**src/rtl/sprite_line_scanner.sv**
```systemverilog
// sprite_line_scanner: per-scanline walk of the sprite attribute RAM.
// Every sprite takes two words. The scanner reads both, tests the sprite for
// vertical overlap with the current line, and sends each visible sprite to the
// renderer as a decoded record over a valid/ready stream.
//
// Word layout:
//   word0: [11:0] gfx addr, [15] colour mode, [25:16] x
//   word1: [9:0] y, [11:10] height code, [16] hflip, [17] vflip, [19:18] z,
//          [23:20] collision mask, [27:24] palette, [29:28] width code
//
// Optional feature macro: SPRITE_OVERFLOW_LIMIT_EN. When it is defined, at most
// MAX_PER_LINE records are emitted per line, and the first visible sprite past
// that limit raises ovf_o.
module sprite_line_scanner #(
    parameter int unsigned MAX_PER_LINE = 16,
    parameter int unsigned NUM_SPRITES  = 128
) (
    input  logic        clk_i,
    input  logic        rst_n_i,
    input  logic        line_start_i,
    input  logic [9:0]  line_i,
    output logic        rd_en_o,
    output logic [7:0]  rd_addr_o,
    input  logic [31:0] rd_data_i,
    output logic        spr_valid_o,
    input  logic        spr_ready_i,
    output logic [6:0]  spr_idx_o,
    output logic [11:0] spr_addr_o,
    output logic        spr_mode_o,
    output logic [9:0]  spr_x_o,
    output logic [5:0]  spr_row_o,
    output logic        spr_hflip_o,
    output logic [1:0]  spr_z_o,
    output logic [3:0]  spr_coll_o,
    output logic [3:0]  spr_pal_o,
    output logic [1:0]  spr_width_o,
    output logic        scan_done_o,
    output logic        ovf_o
);

    if (MAX_PER_LINE < 1 || MAX_PER_LINE > 128 || NUM_SPRITES < 1 || NUM_SPRITES > 128) begin : g_param_check
        $error("sprite_line_scanner: parameter out of range");
    end

    typedef enum logic [2:0] {IDLE, RD0, RD1, EVAL, EMIT, DONE} state_t;

    state_t      state;
    logic [6:0]  n;
    logic [9:0]  line_q;
    logic [11:0] w0_addr;
    logic        w0_mode;
    logic [9:0]  w0_x;
`ifdef SPRITE_OVERFLOW_LIMIT_EN
    logic [7:0]  emitted;
`endif

    logic [9:0]  y;
    logic [1:0]  hcode;
    logic [1:0]  z;
    logic        vflip;
    logic [9:0]  h_px;
    logic [9:0]  row;
    logic [5:0]  row_out;
    logic        visible;
    logic        last;
    logic [6:0]  n_inc;
    logic        unused;

    // Decode word1 straight off the RAM data bus while in EVAL.
    // The row subtraction wraps at 1024, so sprites that cross line 1023 -> 0 still match.
    always_comb begin
        y       = rd_data_i[9:0];
        hcode   = rd_data_i[11:10];
        vflip   = rd_data_i[17];
        z       = rd_data_i[19:18];
        h_px    = 10'd8 << hcode;
        row     = line_q - y;
        visible = (z != 2'd0) && (row < h_px);
        // Only visible rows (row < h_px <= 64) reach the output, so 6-bit arithmetic is exact.
        row_out = vflip ? (h_px[5:0] - 6'd1 - row[5:0]) : row[5:0];
        last    = (n == 7'(NUM_SPRITES - 1));
        n_inc   = n + 7'd1;
    end

    assign unused = ^{rd_data_i[31:30], rd_data_i[14:12]};

    // Scan FSM. All outputs are registered. A line_start pulse in any state restarts the scan.
    always_ff @(posedge clk_i or negedge rst_n_i) begin
        if (!rst_n_i) begin
            state       <= IDLE;
            n           <= '0;
            line_q      <= '0;
            w0_addr     <= '0;
            w0_mode     <= 1'b0;
            w0_x        <= '0;
`ifdef SPRITE_OVERFLOW_LIMIT_EN
            emitted     <= '0;
`endif
            rd_en_o     <= 1'b0;
            rd_addr_o   <= '0;
            spr_valid_o <= 1'b0;
            spr_idx_o   <= '0;
            spr_addr_o  <= '0;
            spr_mode_o  <= 1'b0;
            spr_x_o     <= '0;
            spr_row_o   <= '0;
            spr_hflip_o <= 1'b0;
            spr_z_o     <= '0;
            spr_coll_o  <= '0;
            spr_pal_o   <= '0;
            spr_width_o <= '0;
            scan_done_o <= 1'b0;
            ovf_o       <= 1'b0;
        end else begin
            scan_done_o <= 1'b0;
            if (line_start_i) begin
                line_q      <= line_i;
                n           <= '0;
                state       <= RD0;
                rd_en_o     <= 1'b1;
                rd_addr_o   <= '0;
                spr_valid_o <= 1'b0;
                ovf_o       <= 1'b0;
`ifdef SPRITE_OVERFLOW_LIMIT_EN
                emitted     <= '0;
`endif
            end else begin
                case (state)
                    IDLE: ;
                    RD0: begin
                        state     <= RD1;
                        rd_addr_o <= {n, 1'b1};
                    end
                    RD1: begin
                        state   <= EVAL;
                        rd_en_o <= 1'b0;
                        w0_addr <= rd_data_i[11:0];
                        w0_mode <= rd_data_i[15];
                        w0_x    <= rd_data_i[25:16];
                    end
                    EVAL: begin
`ifdef SPRITE_OVERFLOW_LIMIT_EN
                        if (visible && emitted == 8'(MAX_PER_LINE)) begin
                            ovf_o       <= 1'b1;
                            state       <= DONE;
                            scan_done_o <= 1'b1;
                        end else
`endif
                        if (visible) begin
                            state       <= EMIT;
                            spr_valid_o <= 1'b1;
                            spr_idx_o   <= n;
                            spr_addr_o  <= w0_addr;
                            spr_mode_o  <= w0_mode;
                            spr_x_o     <= w0_x;
                            spr_row_o   <= row_out;
                            spr_hflip_o <= rd_data_i[16];
                            spr_z_o     <= z;
                            spr_coll_o  <= rd_data_i[23:20];
                            spr_pal_o   <= rd_data_i[27:24];
                            spr_width_o <= rd_data_i[29:28];
                        end else if (last) begin
                            state       <= DONE;
                            scan_done_o <= 1'b1;
                        end else begin
                            n         <= n_inc;
                            state     <= RD0;
                            rd_en_o   <= 1'b1;
                            rd_addr_o <= {n_inc, 1'b0};
                        end
                    end
                    EMIT: begin
                        if (spr_ready_i) begin
                            spr_valid_o <= 1'b0;
`ifdef SPRITE_OVERFLOW_LIMIT_EN
                            emitted     <= emitted + 8'd1;
`endif
                            if (last) begin
                                state       <= DONE;
                                scan_done_o <= 1'b1;
                            end else begin
                                n         <= n_inc;
                                state     <= RD0;
                                rd_en_o   <= 1'b1;
                                rd_addr_o <= {n_inc, 1'b0};
                            end
                        end
                    end
                    DONE: state <= IDLE;
                    default: state <= IDLE;
                endcase
            end
        end
    end

endmodule

```
**config.mk**
```make
export PLATFORM = sky130hd
export DESIGN_NAME = sprite_line_scanner
export DESIGN_NICKNAME = d
export VERILOG_FILES = /design/src/rtl/sprite_line_scanner.sv
export SDC_FILE = /design/constraint.sdc
export NUM_CORES = 1
export LEC_CHECK = 0
export BUFFER_PORTS_ARGS = -buffer_cell sky130_fd_sc_hd__buf_2
export CAP_MARGIN = 20
export CELL_PAD_IN_SITES_DETAIL_PLACEMENT = 1
export CELL_PAD_IN_SITES_GLOBAL_PLACEMENT = 1
export CORE_MARGIN = 1
export CORE_UTILIZATION = 31
export CTS_CLUSTER_DIAMETER = 100
export DETAILED_ROUTE_END_ITERATION = 16
export PLACE_DENSITY = 0.63
export SLEW_MARGIN = 20
export SYNTH_ARGS = -nofsm -noshare
export SYNTH_HDL_FRONTEND = slang
export SYNTH_SLANG_ARGS = --single-unit
export TNS_END_PERCENT = 100
```
**constraint.sdc**
```tcl
create_clock -name clk_i -period 4.8 [get_ports clk_i]
set_input_delay 1.2 -clock clk_i [delete_from_list [all_inputs] [get_ports clk_i]]
set_output_delay 1.2 -clock clk_i [all_outputs]
set_load 0.02 [all_outputs]
```
**Yosys cells after proc, flatten, opt, wreduce, memory -nomap -nowiden**

Cells that the tools add are included.
W data, S select, Z words.

- Bits in registers: 103
- Input port bits: 46
- Word-level logic and storage cells: 79

- Add/subtract/negate cells: 4
- Magnitude comparators: 1
- Eq/ne operators: 9
- Shifts and indexed selects: 1
- Mux-type cells: 30
- Bitwise logic cells: 1
- Reduce and logical (&&, ||, !) cells: 13

Operators with widths:

| kind | number |
|---|---|
| $mux W8 | 4 |
| $mux W7 | 4 |
| $pmux W8 S3 | 1 |
| $pmux W3 S5 | 1 |
| $reduce_and A3 Y1 | 5 |
| $pmux W7 S2 | 1 |
| $mux W3 | 4 |
| $mux W1 | 11 |
| $lt A10 B10 Y1 | 1 |
| $shl A4 B2 Y10 const A | 1 |
| $sub A10 B10 Y10 | 1 |
| $ne A3 B3 Y1 const B | 3 |
| $reduce_bool A4 Y1 | 2 |
| $add A7 B1 Y7 const B | 1 |
| $eq A7 B7 Y1 const B | 1 |
| $eq A3 B2 Y1 const B | 2 |
| $mux W6 | 1 |
| $sub A6 B1 Y6 const B | 1 |
| $sub A6 B6 Y6 | 1 |
| $pmux W1 S2 | 2 |
| $reduce_and A2 Y1 | 2 |
| $eq A3 B1 Y1 const B | 1 |
| $eq A3 B3 Y1 const B | 1 |
| $logic_not A3 Y1 | 1 |
| 6 further kinds | 6 |

**Longest topological paths before layout**

- Depth in word-level cells: 6
- Depth in mapped cells: 17

**Least setup slack after synthesis**

No wires, ideal clock.

- Kind: input-to-reg
- Start: input port rd_data_i[0]
- End: register spr_addr_o[0]
- Setup time: 0.125 ns
- Arrival time: 4.018 ns
- Slack: 0.657 ns
- Cell stages on the path: 15
- Cells stage by stage: ha_1 -> inv_1 -> fa_1 -> a21o_1 -> o2bb2ai_1 -> nor2_1 -> xnor2_1 -> ha_1 -> a211o_1 -> a311oi_1 -> and3_1 -> nand4_2 -> buf_6 -> buf_6 -> mux2_4

- Word-level cells in the longest chain between the ends: 4

Ends and longest elaborated chain:

| element | RTL line | RTL |
|---|---|---|
| start, declared | 24 | `input logic [31:0] rd_data_i,` |
| $sub A10 B10 Y10 | 77 | `row = line_q - y;` |
| $lt A10 B10 Y1 | 78 | `visible = (z != 2'd0) && (row < h_px);` |
| $logic_and A1 B1 Y1 | 78 |  |
| $reduce_and A3 Y1 (no line) | - |  |
| end signal, assigned | 153 | `spr_addr_o <= w0_addr;` |
| end, declared | 28 | `output logic [11:0] spr_addr_o,` |

Every way passes these cells.
A chain may end at the register's enable or synchronous reset.

**Worst setup path in the final report**

- Start: input port rd_data_i[0]
- End: register n[4]

- Word-level cells in the longest chain between the ends: 5

Ends and longest elaborated chain:

| element | RTL line | RTL |
|---|---|---|
| $sub A10 B10 Y10 | 77 |  |
| $lt A10 B10 Y1 | 78 |  |
| $logic_and A1 B1 Y1 | 78 |  |
| $ne A3 B3 Y1 (no line) | - |  |
| $reduce_and A3 Y1 (no line) | - |  |
| end signal, assigned | 166 | `n <= n_inc;` |
| end signal, assigned | 182 | `n <= n_inc;` |
| end, declared | 48 | `logic [6:0] n;` |

Every way passes these cells.

==> metrics.yaml <==
finish:
  n_antenna_cell: 0
  fin_area_um2: 5950
  layout.cells.non_filler: 725
  final_core_util_pct: 38.7
  nets: 571
  area_growth_pct: 20.2
  drive_gt1_share_pct: 41.2
timing:
  rsz0062_at_grt: "no"
  fin_crit_ns: 4.26
  hold_violations: 0
  slew_headroom_pct: 44.8
  timing.fmax_mhz: 235
  min_period_over_period_pct: 88.8
  setup_viol: 0
  maxSlewViolCount: 0
  max_slew.worst_pin.slew_ns: 0.828
  fin_hold_ws_ns: 0.481
  fin_worst_skew_ns: 0.0127
  fin_ws_ns: 0.536
  tns_ns: 0
hold_path:
  holdCritPathClass: "reg2reg"
worst_setup_path:
  cp-start-kind: "primary input"
  end_kind: "flop"
  worst-path-max-fanout: 28
  worstPathRequired_ns: 5.09
  crit_type: "in2reg"
  arrival_ns: 4.56
yosys:
  yosysTopAreaCell: "dfrtp_1"
  yosys_warnings: 0
  synthTopCellsByArea: "dfrtp_1 (52%), mux2_2 (16%), mux2_4 (3.9%), ha_1 (3.8%), nand2_1 (2.3%)"
  syn-num-nets: 472
  ys.flop_type: "dfrtp_1"
  synth_top_area_share_pct: 52.1
  synth_edf_count: 0
  ys_seq_area_share_pct: 52.1
  netlist_area_um2: 4950
  synth.distinct_cells: 48
  async_reset_ff_share_pct: 100
  yosys_register_bits: 103
  synth_cells: 410
  avgSynthCellArea_um2: 12.1
place:
  dp_slack_ns: 0.154
  port_buffers: 100
  place_congestion: 0.786
  hpwl_um: 8070
  place_area_um2: 5680
  post-place-cells: 709
clocking:
  postCtsSetupBuffers: 0
  cts_made_buffers: 9
  clockBufferDepth: 2
  cts_tree: "built"
  ctsHoldBuffers: 0
  root_buffer: "clkbuf_16"
  htree_levels: 3
  clkTransAtPathRegs_ns: 0.07
  cts.sinks: 103
  clock_latency_ns: 0.35
  cts.repair.resized: 0
power:
  p_per_area_nw_per_um2: 434
  p_leak_nw: 3.03
  peakVddDrop_mv: 0.188
  p_total_mw: 2.58
routing:
  drtAntennaViolNets: 0
  drtIter0Drc: 98
  drc: 0
  detail_route.wl_per_cell_um: 15.4
  routed_via_density: 4.70
  wl_um: 11100
  drtPass1Iterations: 4
  vias: 3411
global_route:
  grt_pass1_vias: 3598
  grt-ovfl-total: 0
  antenna_found_initial: 0
  grt_pass1_wl_um: 18600
  grt_util_all_layers_pct: 14.7
  grt_max_degree: 45
die:
  die_w_um: 128
  core_um2: 15400
  row_count: 45
  fp.dieH_um: 128
  io_pins: 107
  start_util_pct: 32.2
  die_area_um2: 16500
run_status:
  status: "complete, no violations"
flow_run:
  maxCapViolCount: 0
synthesized netlist by cell type (3+ instances only):
| cell type | count |
|---|---|
| mux2_4 | 13 |
| a21oi_1 | 19 |
| and2_1 | 4 |
| nand3_1 | 3 |
| nand2b_1 | 10 |
| nand4_1 | 7 |
| nor3_1 | 4 |
| clkbuf_1 | 7 |
| buf_2 | 4 |
| ha_1 | 15 |
| o21ai_0 | 13 |
| a211o_1 | 3 |
| buf_6 | 3 |
| xor2_1 | 8 |
| and3_1 | 7 |
| dfrtp_1 | 103 |
| mux2_2 | 70 |
| o211ai_1 | 3 |
| xnor2_1 | 9 |
| inv_1 | 17 |
| a21o_1 | 3 |
| nor2_1 | 25 |
| nand2_1 | 30 |
cells in the final DEF, fill, tap and decap left out, types with 10 or more instances in the layout:
cell and n:
a21oi_1 19, buf_2 99, dfrtp_1 103, ha_1 15
inv_1 17, mux2_2 70, mux2_4 13, nand2_1 30
nand2b_1 10, nor2_1 25, o21ai_0 13
worst paths after layout:
path	start	to	slack, ns	cells past startpoint
worst max register to register	line_q[0]	n[4]	1.06	16
min in group asynchronous	rst_n_i	spr_pal_o[3]	0.84	1
worst min-delay path	spr_row_o[1]	spr_row_o[1]	0.48	2
worst max-delay path	rd_data_i[0]	n[4]	0.54	16
max in group asynchronous	rst_n_i	spr_addr_o[1]	3.08	2
worst min register to register	spr_row_o[1]	spr_row_o[1]	0.48	2
power breakdown:
group	total (mW)	switching [mW]	internal, mW	leakage (nW)
Sequential	1.18	0.106	1.07	1.35
Combinational	0.712	0.386	0.326	1.56
Clock	0.692	0.335	0.357	0.127
Total	2.58	0.827	1.76	3.03
per-layer routing:
| layer | up-vias | track usage (%) | wire [um] |
|---|---|---|---|
| met1 | 1703 | 19.5 | 5240 |
| met3 | 11 | 3.33 | 518 |
| met5 | - | 0 | 0 |
| li1 | 1629 | - | - |
| met2 | 68 | 23.1 | 5190 |
| met4 | 0 | 6.23 | 196 |
sequential cells by signal, indices dropped and copies added, names as in the netlist:
name	count
spr_row_o	6
spr_addr_o	12
scan_done_o	1
spr_hflip_o	1
spr_valid_o	1
state	3
n	7
spr_x_o	10
spr_mode_o	1
spr_pal_o	4
w0_x	10
spr_coll_o	4
rd_en_o	1
spr_idx_o	7
spr_width_o	2
line_q	10
w0_mode	1
rd_addr_o	8
w0_addr	12
spr_z_o	2
area by class of cell:
| cell class | instances | area, um^2 |
|---|---|---|
| fillers | 1719 | 9420 |
| flip-flops and latches | 103 | 2580 |
| multi-input cells | 272 | 2220 |
| repair buffers | 106 | 548 |
| well taps | 211 | 264 |
| clock buffers | 11 | 233 |
| inverters | 17 | 63.8 |
| clock inverters | 5 | 41.3 |
critical path, cell delays in order:
cell and delay (ns):
buf_2 0.10, ha_1 0.17, inv_1 0.06, fa_1 0.42, a21o_1 0.21, o2bb2ai_1 0.16
nor2_1 0.13, xnor2_1 0.08, ha_1 0.34, a211o_1 0.27, a311oi_1 0.23, and3_1 0.30
nand4_4 0.13, buf_4 0.29, a311o_1 0.40, nand2_1 0.06
cell families (layout without fill, tap and decap cells):
logic type,count (synthesis),count (layout),synth area share (%)
buffers and inverters,35,139,3.31
muxes,84,84,20.1
and+or+nand+nor,98,98,9.98
other,1,1,0.0757
xor gates and xnor gates,17,17,3.01
DFF,103,103,52.1
adders and majority gates,16,16,4.20
AOI/OAI and AO/OA,56,56,7.30
(Power assumes the default switching activity.)
